## config.mk

```make
export PLATFORM = sky130hd
export DESIGN_NAME = mem_stage
export DESIGN_NICKNAME = d
export VERILOG_FILES = /design/src/rtl/mem_pkg.sv /design/src/rtl/mem_lane.sv /design/src/rtl/mem_stage.sv
export SDC_FILE = /design/constraint.sdc
export NUM_CORES = 1
export LEC_CHECK = 0
export CAP_MARGIN = 20
export CORE_ASPECT_RATIO = 0.75
export CORE_MARGIN = 2
export CORE_UTILIZATION = 35
export DETAILED_ROUTE_END_ITERATION = 7
export GPL_ROUTABILITY_DRIVEN = 0
export PLACE_DENSITY = 0.7
export SETUP_SLACK_MARGIN = 0.02
export SLEW_MARGIN = 20
export SYNTH_ARGS = -nofsm -noshare
export SYNTH_HDL_FRONTEND = slang
export SYNTH_SLANG_ARGS = --single-unit
```

## constraint.sdc

```tcl
create_clock -name clk -period 2.4 [get_ports clk]
set_input_delay 0.48 -clock clk [delete_from_list [all_inputs] [get_ports clk]]
set_output_delay 0.48 -clock clk [all_outputs]
set_load 0.01 [all_outputs]
```

## src/rtl/mem_pkg.sv

```systemverilog
// Shared definitions for the pipeline memory stage: bus widths,
// through-field bit positions, access size codes and FSM states.
package mem_pkg;

    localparam int EXE_MEM_W = 110;
    localparam int MEM_WB_W  = 102;

    localparam int T_MEM_EN  = 15;
    localparam int T_MEM_WE  = 14;
    localparam int T_SIZE_HI = 13;
    localparam int T_SIZE_LO = 12;
    localparam int T_SEXT    = 11;
    localparam int T_WB_EN   = 10;
    localparam int T_DEST_HI = 9;
    localparam int T_DEST_LO = 5;
    localparam int T_RSVD    = 0;

    localparam logic [1:0] SZ_B = 2'b00;
    localparam logic [1:0] SZ_H = 2'b01;
    localparam logic [1:0] SZ_W = 2'b10;

    typedef enum logic [1:0] {
        S_IDLE,
        S_REQ,
        S_WAIT,
        S_DONE
    } state_t;

endpackage

```

## src/rtl/mem_lane.sv

```systemverilog
// Byte-lane steering for data memory: store strobes/replicated data and
// load lane extraction with sign/zero extension. Purely combinational.
// Ports: size/off/sext select the access; sdata/rdata in; wstrb/wdata/ldata out.
module mem_lane
    import mem_pkg::*;
(
    input  logic [1:0]  size,
    input  logic [1:0]  off,
    input  logic        sext,
    input  logic [31:0] sdata,
    input  logic [31:0] rdata,
    output logic [3:0]  wstrb,
    output logic [31:0] wdata,
    output logic [31:0] ldata
);

    logic [7:0]  lb;
    logic [15:0] lh;

    always_comb begin
        lb    = 8'(rdata >> {off, 3'b000});
        lh    = off[1] ? rdata[31:16] : rdata[15:0];
        wstrb = 4'b1111;
        wdata = sdata;
        ldata = rdata;
        unique case (size)
            SZ_B: begin
                wstrb = 4'b0001 << off;
                wdata = {4{sdata[7:0]}};
                ldata = {{24{sext & lb[7]}}, lb};
            end
            SZ_H: begin
                wstrb = 4'b0011 << {off[1], 1'b0};
                wdata = {2{sdata[15:0]}};
                ldata = {{16{sext & lh[15]}}, lh};
            end
            SZ_W, 2'b11: begin
                wstrb = 4'b1111;
                wdata = sdata;
                ldata = rdata;
            end
            default: ;
        endcase
    end

endmodule

```

## src/rtl/mem_stage.sv

```systemverilog
// Pipeline memory stage: runs loads/stores over req/gnt/rvalid and
// registers the result into MEM_WB_BUS with a valid/allow-in handshake.
// Ports: EXE_MEM_BUS/exe_valid/mem_allow_in from execute;
// MEM_WB_BUS/mem_wb_valid/wb_allow_in to writeback; dm_* data memory.
// Optional macro MEM_ALIGN_CHECK_EN: misaligned half/word raise exc
// instead of being masked to natural alignment.
module mem_stage
    import mem_pkg::*;
#(
    parameter int ADDR_W    = 32,
    parameter int THROUGH_W = 16
) (
    input  logic                 clk,
    input  logic                 resetn,
    input  logic [EXE_MEM_W-1:0] EXE_MEM_BUS,
    input  logic                 exe_valid,
    output logic                 mem_allow_in,
    output logic [MEM_WB_W-1:0]  MEM_WB_BUS,
    output logic                 mem_wb_valid,
    input  logic                 wb_allow_in,
    output logic                 dm_req,
    output logic                 dm_we,
    output logic [3:0]           dm_wstrb,
    output logic [31:0]          dm_addr,
    output logic [31:0]          dm_wdata,
    input  logic                 dm_gnt,
    input  logic                 dm_rvalid,
    input  logic [31:0]          dm_rdata
);

    localparam logic [31:0] AMASK = (ADDR_W >= 32) ? 32'hFFFF_FFFF
                                  : ((32'd1 << ADDR_W) - 32'd1);

    logic [THROUGH_W-1:0] in_thr;
    logic [31:0]          in_alu;
    logic [31:0]          in_out;
    logic [29:0]          in_pc;
    logic [1:0]           in_size;
    logic                 in_mis;
    logic                 go_mem;
    logic                 acc;

    state_t state, nxt;

    logic        we_r, sext_r, wb_en_r, rsvd_r, exc_r;
    logic [1:0]  size_r;
    logic [4:0]  dest_r;
    logic [31:0] alu_r, out_r, result, badv_r;
    logic [29:0] pc_r;
    logic [31:0] eaddr;
    logic [3:0]  lane_wstrb;
    logic [31:0] lane_wdata, lane_ldata;
    logic        unused_ok;

    assign {in_thr, in_alu, in_out, in_pc} = EXE_MEM_BUS;
    assign in_size   = in_thr[T_SIZE_HI:T_SIZE_LO];
    assign unused_ok = ^{in_thr[4:1]};

`ifdef MEM_ALIGN_CHECK_EN
    assign in_mis = in_thr[T_MEM_EN]
                  & (((in_size == SZ_H) & in_alu[0])
                  |  (in_size[1] & (|in_alu[1:0])));
    assign eaddr  = alu_r & AMASK;
`else
    assign in_mis = 1'b0;
    // Misaligned accesses silently drop the low bits.
    always_comb begin
        eaddr = alu_r & AMASK;
        unique case (size_r)
            SZ_B:    ;
            SZ_H:    eaddr[0] = 1'b0;
            default: eaddr[1:0] = 2'b00;
        endcase
    end
`endif

    assign go_mem = in_thr[T_MEM_EN] & ~in_mis;
    assign acc    = exe_valid & mem_allow_in;

    mem_lane u_lane (
        .size  (size_r),
        .off   (eaddr[1:0]),
        .sext  (sext_r),
        .sdata (out_r),
        .rdata (dm_rdata),
        .wstrb (lane_wstrb),
        .wdata (lane_wdata),
        .ldata (lane_ldata)
    );

    always_ff @(posedge clk or negedge resetn) begin
        if (!resetn) state <= S_IDLE;
        else         state <= nxt;
    end

    always_comb begin
        nxt = state;
        unique case (state)
            S_IDLE: if (acc) nxt = go_mem ? S_REQ : S_DONE;
            S_REQ:  if (dm_gnt) nxt = we_r ? S_DONE : S_WAIT;
            S_WAIT: if (dm_rvalid) nxt = S_DONE;
            S_DONE: begin
                if (wb_allow_in) begin
                    if (acc) nxt = go_mem ? S_REQ : S_DONE;
                    else     nxt = S_IDLE;
                end
            end
            default: nxt = S_IDLE;
        endcase
    end

    always_comb begin
        mem_allow_in = (state == S_IDLE)
                     | ((state == S_DONE) & wb_allow_in);
        mem_wb_valid = (state == S_DONE);
        dm_req       = (state == S_REQ);
        dm_we        = dm_req & we_r;
        dm_wstrb     = dm_req ? lane_wstrb : 4'b0000;
        dm_addr      = dm_req ? {eaddr[31:2], 2'b00} : 32'h0;
        dm_wdata     = dm_req ? lane_wdata : 32'h0;
    end

    // Result defaults to out_data at accept; only a load overwrites it.
    always_ff @(posedge clk or negedge resetn) begin
        if (!resetn) begin
            we_r    <= 1'b0;
            sext_r  <= 1'b0;
            size_r  <= 2'b00;
            wb_en_r <= 1'b0;
            dest_r  <= 5'd0;
            rsvd_r  <= 1'b0;
            alu_r   <= 32'h0;
            out_r   <= 32'h0;
            pc_r    <= 30'h0;
            result  <= 32'h0;
            exc_r   <= 1'b0;
            badv_r  <= 32'h0;
        end else if (acc) begin
            we_r    <= in_thr[T_MEM_WE];
            sext_r  <= in_thr[T_SEXT];
            size_r  <= in_size;
            wb_en_r <= in_thr[T_WB_EN] & ~in_mis
                     & ~(in_thr[T_MEM_EN] & in_thr[T_MEM_WE]);
            dest_r  <= in_thr[T_DEST_HI:T_DEST_LO];
            rsvd_r  <= in_thr[T_RSVD];
            alu_r   <= in_alu;
            out_r   <= in_out;
            pc_r    <= in_pc;
            result  <= in_out;
            exc_r   <= in_mis;
            badv_r  <= in_mis ? in_alu : 32'h0;
        end else if ((state == S_WAIT) && dm_rvalid) begin
            result  <= lane_ldata;
        end
    end

    assign MEM_WB_BUS = {wb_en_r, dest_r, result, exc_r,
                         badv_r, pc_r, rsvd_r};

endmodule

```

==> impl_results.md, run 1 <==
* Status: completed
* Clock Skew at 0.00667 ns
* Ant diodes at 0
* Main combinational cell family by area after synthesis: simple AND/OR/NAND/NOR gates
* Routed wire length at 24100 µm
* FF+latch count, synth at 139
* Slew @ Worst Pin at 0.808 ns
* Yosys cell types at 48
* Max Freq at 0.427 GHz
* Initial Utilization at 0.360
* GRT Util Overall at 0.222
* R2R depth at 5
* CTS tree: built
* Layout fillers at 1786
* Setup TNS at 0 ns
* Share of layout cells above drive strength 1 at 0.0833
* DPL Wire Length at 17700 µm
* Period utilisation layout at 0.975
* R2r setup slk at 0.32 ns
* Drt wl/cell at 17.6 µm
* Placed cells at 1335
* Worst Setup Start Kind: flop
* First-pass GRT wire length at 36400 µm
* Vias in the first global route at 6253
* Post-Synth Adder-Cell Area at 0
* Reg clk slew, reported paths at 0.06 ns
* Most common cell after layout, fill and taps aside: nand2_1
* Worst Slack Setup Final at 0.0602 ns
* Die Area at 21300 µm²
* Detailed Routing Iterations Pass 1 at 5
* GRT Residual Overflow at 0
* Vias at 6589
* Pins Over Slew Limit at 0
* Maximum Capacitance Violations at 0
* Area growth, synth to finish at 51.9%
* Arrival @ worst endpoint at 1.86 ns
* Post-DR vias/cell at 4.81
* Nets at 1252
* Slew margin rel. at 0.460
* Largest net degree at the start of global routing at 67
* Die width at 168 µm
* Yosys synthesis warning count at 0
* Most frequent cells in the layout: nand2_1 (341), clkdlybuf4s50_1 (213), dfrtp_1 (137), dlygate4sd2_1 (56), nor2_1 (53)
* Longest Clk Path Bufs at 2
* Clock Sinks at 139
* FF-to-FF Start: size_r[1]
* Mux cell area share after synthesis at 0.0368
* Mapped Area at 7030 µm²
* Min Tclk post-route at 2.34 ns
* Dpl ws at -0.108 ns
* Initial antenna violation count at 0
* Core area at 19500 µm²
* Io pins at 322
* Setup CP Type: flop to primary output
* Worst-skew pair later-pin latency at 0.41 ns
* Unrepaired setup endpoints after global routing: false
* Hold crit path type: primary input to asynchronous set/reset pin
* CTS root buffer: clkbuf_16
* CTS Hold Buffers Added at 0
* Initial DRC count at 455
* Leak at 5.34 nW
* Worst vdd rail ir drop at 0.000545 V
* Avg Cell Area, Syn at 8.52 µm²
* H-tree levels at 4
* Finished Core Util at 0.547
* Seq/Total Area, Yosys at 0.494
* R2R Path End: result[20]
* Row count at 44
* Worst Path Required at 1.92 ns
* Non-filler instance count after layout at 1370
* Antenna-violating nets left at 0
* CTS Buf Count at 17
* Final Setup Violations at 0
* Xor/xnor share of the synthesized area at 0
* Simple-Gate Fraction of Synth Area at 0.280
* Die height at 127 µm
* DRC violations left at 0
* Post-Synthesis Cells at 826
* Complex-gate fraction of the synthesized area at 0.104
* Total Power at 13.5 mW
* Final hold vios at 0
* PwrDens at 1260 nW/µm²
* Port Buffers at 282
* Crit path max fanout at 11
* Nature of the critical path endpoint: primary output
-- through the flow --
stage               instance area (µm²)  hold WS, ns
finish                            10700       0.0142
global route                      10700       0.0355
CTS                               10600       0.0305
detailed placement                10100        0.455
global placement                  10100        0.449
floorplan                          7160        0.184
-- worst max-delay path: stages, from the launching register on --
cell             delay, ns
dfrtp_2               0.49
buf_6                 0.18
mux2i_1               0.12
nor2_1                0.11
clkdlybuf4s50_1       0.55
-- cell usage after synthesis (all sizes together) --
cell / n / area, µm²
a22oi: 11 / 103
mux2: 7 / 78.8
nand3: 2 / 15.0
a32oi: 7 / 61.3
a31oi: 11 / 68.8
nand3b: 2 / 15.0
a21oi: 20 / 100
conb: 1 / 3.75
and3: 1 / 11.3
o22ai: 7 / 50.1
nand4: 1 / 6.26
inv: 2 / 7.51
clkbuf: 9 / 33.8
buf: 82 / 547
dfrtp: 139 / 3480
nor2b: 1 / 6.26
nand2: 342 / 1290
and3b: 1 / 8.76
mux2i: 18 / 180
o221ai: 1 / 8.76
a211oi: 9 / 67.6
nand2b: 9 / 56.3
or3b: 2 / 20.0
o21ai: 7 / 35.0
and2: 41 / 259
o211ai: 3 / 27.5
a41oi: 12 / 120
nor3b: 2 / 20.0
or2: 1 / 6.26
nor2: 53 / 199
or3: 1 / 6.26
a22o: 8 / 70.1
clkinv: 1 / 3.75
a21o: 1 / 7.51
o221a: 1 / 11.3
nor3: 10 / 50.1
-- metal layers --
metal  GRT usage  wire [µm]  vias up
met1       0.329      11600     3140
met5           0          0        -
met3      0.0652       1760       22
met2       0.320      10300      246
li1            -          -     3181
met4      0.0496        364        0
-- worst max path at each step --
stage | slack [ns] | start | cells after the start | end
2_1_floorplan | 0.56 | state[1] | 6 | dm_wdata[0]
3_3_place_gp | -0.03 | exe_valid | 5 | result[17]
3_5_place_dp | -0.11 | exe_valid | 5 | result[18]
4_1_cts | -0.07 | size_r[0] | 6 | dm_wdata[31]
5_1_grt | 0.0006 | size_r[1] | 5 | dm_wstrb[0]
6_report | 0.06 | size_r[1] | 4 | dm_wdata[19]
-- cell families (layout without fill, tap and decap cells) --
logic type,after synthesis,count (layout)
AO/OA/AOI/OAI,98,98
buffers and inverters,94,351
flip-flops,139,139
multiplexers,25,25
other,1,35
AND/OR/NAND/NOR,469,469
-- repair_timing --
action,in CTS,in global routing
cloned,1,0
setup endpoints to repair,68,13
setup buffers,2,0
pin swaps,0,0
resized for setup,64,16
-- layout make-up --
cell class,count,area (µm²),area share
Sequential cell,139,3480,0.326
Timing Repair Buffer,316,3220,0.301
Multi-Input combinational cell,627,3110,0.291
Clock buffer,19,433,0.0405
Tap cell,253,317,0.0296
Clock inverter,13,119,0.0111
Inverter,3,13.8,0.00129
-- flip-flops by register name, indices dropped and copies added (netlist names) --
signal   flops
wb_en_r      1
sext_r       1
rsvd_r       1
size_r       2
result      32
pc_r        30
dest_r       5
we_r         1
alu_r       32
out_r       32
state        2
-- power breakdown --
group | switching [mW] | total, mW | internal (mW) | leakage (nW)
clock network | 1.06 | 2.50 | 1.43 | 0.261
registers | 0.780 | 4.27 | 3.49 | 1.69
logic | 3.46 | 6.71 | 3.25 | 3.38
(Power assumes the default switching activity.)
==> run 2: changes to the inputs <==
- CORE_ASPECT_RATIO: 0.75 -> default
- REMOVE_ABC_BUFFERS: default -> 1
==> run 2 against run 1 <==
Clock power rose by 2%. Maximum frequency increased by 0.85%. Critical path depth unchanged. Critical path type unchanged. Largest cell class unchanged.
==> impl_results.md, run 2 (synthesized netlist as in run 1, its figures left out) <==
* Reg clk slew, reported paths at 0.06 ns
* Internal power at 8.25 mW
* Max Freq at 0.431 GHz
* Dpl ws at -0.00652 ns
* Top Registers: alu_r (32), out_r (32), result (32)
* Most frequent cells in the layout: nand2_1 (341), clkdlybuf4s50_1 (215), dfrtp_1 (137), dlygate4sd2_1 (54), nor2_1 (52)
* Crit path max fanout at 14
* Hold crit path type: primary input to asynchronous set/reset pin
* P_sw at 5.36 mW
* Final Setup Violations at 0
* Initial antenna violation count at 0
* Layout fillers at 1799
* Die width at 146 µm
* Finished Core Util at 0.548
* Clock Skew at 0.00776 ns
* Logic pwr share at 0.504
* Worst Path Required at 1.92 ns
* CTS Buf Count at 17
* PwrDens at 1270 nW/µm²
* Unrepaired setup endpoints after global routing: true
* Port Buffers at 282
* Post-DR vias/cell at 4.84
* Worst vdd rail ir drop at 0.000554 V
* Die Area at 21200 µm²
* Nature of the critical path endpoint: primary output
* Slew margin rel. at 0.279
* Max stage delay on crit path at 0.54 ns
* CTS root buffer: clkbuf_16
* Ant diodes at 0
* FF-to-FF Start: alu_r[1]
* Area growth, synth to finish at 52.7%
* Worst Setup Start Kind: flop
* Arrival @ worst endpoint at 1.84 ns
* R2R Path End: result[13]
* Power share of the clock group at 0.187
* Crit-path slowest cell: clkdlybuf4s50_1
* Maximum Capacitance Violations at 0
* Setup CP Type: flop to primary output
* GRT Util Overall at 0.226
* Nets at 1260
* CTS tree: built
* Vias at 6722
* DRC violations left at 0
* DPL Wire Length at 17200 µm
* Core area at 19600 µm²
* Most common cell after layout, fill and taps aside: nand2_1
* Clock Sinks at 139
* Placed cell areas at 10200 µm²
* Routed wire length at 24000 µm
* R2R depth at 4
* R2r setup slk at 0.16 ns
* Min Tclk post-route at 2.32 ns
* Cell Chain, Critical Path: buf_6 > mux2i_1 > nor2_1 > clkdlybuf4s50_1
* Detailed Routing Iterations Pass 1 at 5
* First-pass GRT wire length at 37700 µm
* Net Sw Frac at 0.394
* Period utilisation layout at 0.967
* Worst Slack Setup Final at 0.0800 ns
* Pins Over Slew Limit at 0
* Leak at 5.35 nW
* Fin area at 10700 µm²
* Io pins at 322
* Share of layout cells above drive strength 1 at 0.0898
* Die height at 146 µm
* CTS Hold Buffers Added at 0
* Drt wl/cell at 17.3 µm
* Status: completed
* H-tree levels at 4
* Antenna-violating nets left at 0
* Final hold vios at 0
* Row count at 51
* Slew @ Worst Pin at 1.08 ns
* Placed cells at 1356
* GRT Residual Overflow at 0
* Non-filler instance count after layout at 1390
* Largest net degree at the start of global routing at 74
* Vias in the first global route at 6632
* Flop pwr share at 0.310
* Initial Utilization at 0.359
* Initial DRC count at 374
* Worst-skew pair later-pin latency at 0.42 ns
* Longest Clk Path Bufs at 2
-- run 2: cell count changes in the layout (fill, tap and decap cells not counted), moves of 2 or more --
cell	change
buf_6	-2
clkdlybuf4s50_1	+2
clkinv_2	-2
buf_12	-2
buf_4	+10
buf_8	+3
dlygate4sd2_1	-2
-- run 2: timing repair --
| action | in CTS | in global routing |
|---|---|---|
| endpoints found under the hold margin | 0 | 0 |
| endpoints found under the setup margin | 67 | 13 |
| resized for setup | 69 | 13 |
| buffers inserted | 2 | 0 |
-- run 2: final cells by class --
class	instances	area, µm²	area share
clock buffers	20	447	0.0416
clock inverters	12	116	0.0108
inverters	3	13.8	0.00128
multi-input cells	627	3110	0.290
flip-flops and latches	139	3480	0.324
well taps	265	332	0.0309
repair buffers	324	3240	0.302
-- run 2: worst max path at each step --
stage	slack, ns	from	cells after the start	endpoint
global placement	0.08	dm_rdata[31]	5	result[9]
global route	0.006	size_r[1]	4	dm_wdata[22]
detailed placement	-0.007	dm_rdata[31]	5	result[14]
floorplan	-0.03	state[1]	4	dm_wstrb[3]
CTS	0.02	state[1]	5	dm_wdata[1]
finish	0.08	size_r[1]	4	dm_wdata[18]
-- run 2: power groups by stage --
stage | logic, mW | clock network (mW) | registers (mW)
after floorplan | 2.89 | 0 | 4.47
after global placement | 6.82 | 0 | 4.18
after detailed placement | 6.94 | 0 | 4.22
after CTS | 6.91 | 2.60 | 4.21
after global routing | 7.48 | 2.73 | 4.36
final | 6.85 | 2.54 | 4.22
-- run 2: per-layer routing --
layer	share of wire	routed length, µm	up-vias	GRT usage
met3	0.070	1680	45	0.0564
met5	0	0	-	0
met4	0.028	681	0	0.0838
met2	0.48	11600	271	0.361
met1	0.42	10000	3207	0.297
li1	-	-	3199	-
-- run 2: stage by stage --
stage | power, mW | setup TNS, ns | hold slack, ns
2_1_floorplan | 7.37 | -0.0405 | 0.184
3_3_place_gp | 11.0 | 0 | 0.449
3_5_place_dp | 11.2 | -0.00652 | 0.455
4_1_cts | 13.7 | 0 | 0.0459
5_1_grt | 14.6 | 0 | 0.0594
6_report | 13.6 | 0 | 0.0208
-- run 2: critical path: cells and delay by family, from the launching register on --
kind                   cells  cell delay (ns)
flip-flops                 1             0.47
multiplexers               1             0.12
buffers and inverters      2             0.73
AND/OR/NAND/NOR            1             0.09
==> run 3: changes to the inputs <==
- clock period: 2.4 -> 2.37 ns (I/O delays scaled with it)
==> run 3 against run 2 <==
Clock power increased by 6%. Design area up 0.43%. First-iteration DRC count is 22% higher. Via count down 0.21%. Worst hold slack improved by 0.032 ns. Non-clock buffer count grew 4. Sequential power up 1%. Cell count grew 0.36%. Critical path depth unchanged. Combinational power increased by 2%. Largest cell class unchanged.
==> impl_results.md, run 3 (synthesized netlist as in run 1, its figures left out) <==
* Status: completed
* Hold crit path type: primary input to asynchronous set/reset pin
* CTS root buffer: clkbuf_16
* Area growth, synth to finish at 53.4%
* Worst Slack Setup Final at 0.0904 ns
* Area occupied by multi-input gates at 3120 µm²
* Max Freq at 0.439 GHz
* Setup TNS at 0 ns
* Fin area at 10800 µm²
* Reg clk slew, reported paths at 0.06 ns
* Final Setup Violations at 0
* Initial antenna violation count at 0
* Worst vdd rail ir drop at 0.000512 V
* R2R Path End: result[17]
* Ant diodes at 0
* Worst Path Required at 1.90 ns
* Sequential cell area at 3480 µm²
* Final hold vios at 0
* CTS Buf Count at 17
* Flop pwr share at 0.306
* Unrepaired setup endpoints after global routing: true
* Largest net degree at the start of global routing at 64
* Layout fillers at 1827
* Worst Setup Start Kind: flop
* Io pins at 322
* Finished Core Util at 0.551
* GRT Residual Overflow at 0
* Clock Skew at 0.00895 ns
* R2R depth at 6
* Arrival @ worst endpoint at 1.81 ns
* Power share of the clock group at 0.192
* Dpl ws at -0.0568 ns
* Pins Over Slew Limit at 0
* Port Buffers at 282
* Nature of the critical path endpoint: primary output
* Most common cell after layout, fill and taps aside: nand2_1
* Detailed Routing Iterations Pass 1 at 7
* Net Sw Frac at 0.393
* Clock Sinks at 139
* Die width at 146 µm
* Min Tclk post-route at 2.28 ns
* Initial Utilization at 0.359
* Die height at 146 µm
* Most frequent cells in the layout: nand2_1 (341), clkdlybuf4s50_1 (213), dfrtp_1 (137), dlygate4sd2_1 (62), nor2_1 (52)
* Initial DRC count at 455
* PwrDens at 1300 nW/µm²
* FF-to-FF Start: size_r[1]
* Non-filler instance count after layout at 1395
* H-tree levels at 4
* Placed cells at 1361
* Routed wire length at 24000 µm
* Top Registers: alu_r (32), out_r (32), result (32)
* Antenna-violating nets left at 0
* Nets at 1265
* Core area at 19600 µm²
* Crit path max fanout at 13
* P_sw at 5.49 mW
* DPL Wire Length at 17200 µm
* Worst-skew pair later-pin latency at 0.42 ns
* Total Power at 14.0 mW
* Vias at 6708
* Post-DR vias/cell at 4.81
* Die Area at 21200 µm²
* Share of layout cells above drive strength 1 at 0.0956
* Longest Clk Path Bufs at 2
* Slew @ Worst Pin at 0.616 ns
* Maximum Capacitance Violations at 0
* Internal power at 8.49 mW
* Row count at 51
* Vias in the first global route at 6574
* Logic pwr share at 0.502
* Slew margin rel. at 0.590
* First-pass GRT wire length at 37600 µm
* Final hold slack at 0.0527 ns
* Placed cell areas at 10200 µm²
* Setup CP Type: flop to primary output
* End point of the critical path: dm_wstrb[0]
* R2r setup slk at 0.37 ns
* Leak at 5.31 nW
* GRT Util Overall at 0.226
* Period utilisation layout at 0.962
* CTS tree: built
* Worst setup path startpoint: size_r[1]
* DRC violations left at 0
* Drt wl/cell at 17.2 µm
[run 3: cell count changes in the layout (fill, tap and decap cells not counted), sizes merged, moves of 2 or more]
cell,change
buf,+4
clkdlybuf4s50,-2
clkinv,+2
clkinvlp,-2
dlygate4sd2,+8
dlymetal6s2s,-7
[run 3: final cells by class]
type / instances / share of cell area
sequential: 139 / 0.323
timing repair buffer: 328 / 0.302
multi-input combinational: 628 / 0.289
clock buffer: 19 / 0.0410
tap: 265 / 0.0307
clock inverter: 13 / 0.0131
inverter: 3 / 0.00151
[run 3: metal layers]
layer | vias to the layer above | global-route usage | share of wire
met4 | 0 | 0.0721 | 0.021
li1 | 3206 | - | -
met5 | - | 0 | 0
met2 | 275 | 0.363 | 0.48
met3 | 31 | 0.0545 | 0.070
met1 | 3196 | 0.302 | 0.43
[run 3: worst max-delay path, cell delays in order, from the launching register on]
cell and delay (ns):
dfrtp_2 0.48, buf_4 0.23, nor3b_4 0.28, nor3_1 0.10
dlygate4sd2_1 0.30
[run 3: how the worst min path moves through the flow]
stage,from,slack [ns],cells past startpoint,to
after floorplan,resetn,0.18,0,alu_r[0]
after global placement,alu_r[16],0.45,2,alu_r[16]
after detailed placement,alu_r[15],0.45,2,alu_r[15]
after CTS,resetn,0.06,1,result[29]
after global routing,resetn,0.08,1,result[29]
final,resetn,0.05,1,result[29]
[run 3: what timing repair did]
action                                  CTS  global route
endpoints found under the hold margin     0             0
hold buffers                              0             0
gates cloned                              1             0
endpoints found under the setup margin   68             9
pin swaps                                 1             0
gates resized for setup                  82            11
setup buffers                             1             0
[run 3: power by group through the flow]
| stage | Clock, mW | Combinational, mW | Sequential, mW |
|---|---|---|---|
| floorplan | 0 | 2.93 | 4.53 |
| global placement | 0 | 6.93 | 4.24 |
| detailed placement | 0 | 7.02 | 4.28 |
| CTS | 2.72 | 7.00 | 4.27 |
| global route | 2.84 | 7.64 | 4.43 |
| finish | 2.69 | 7.01 | 4.28 |
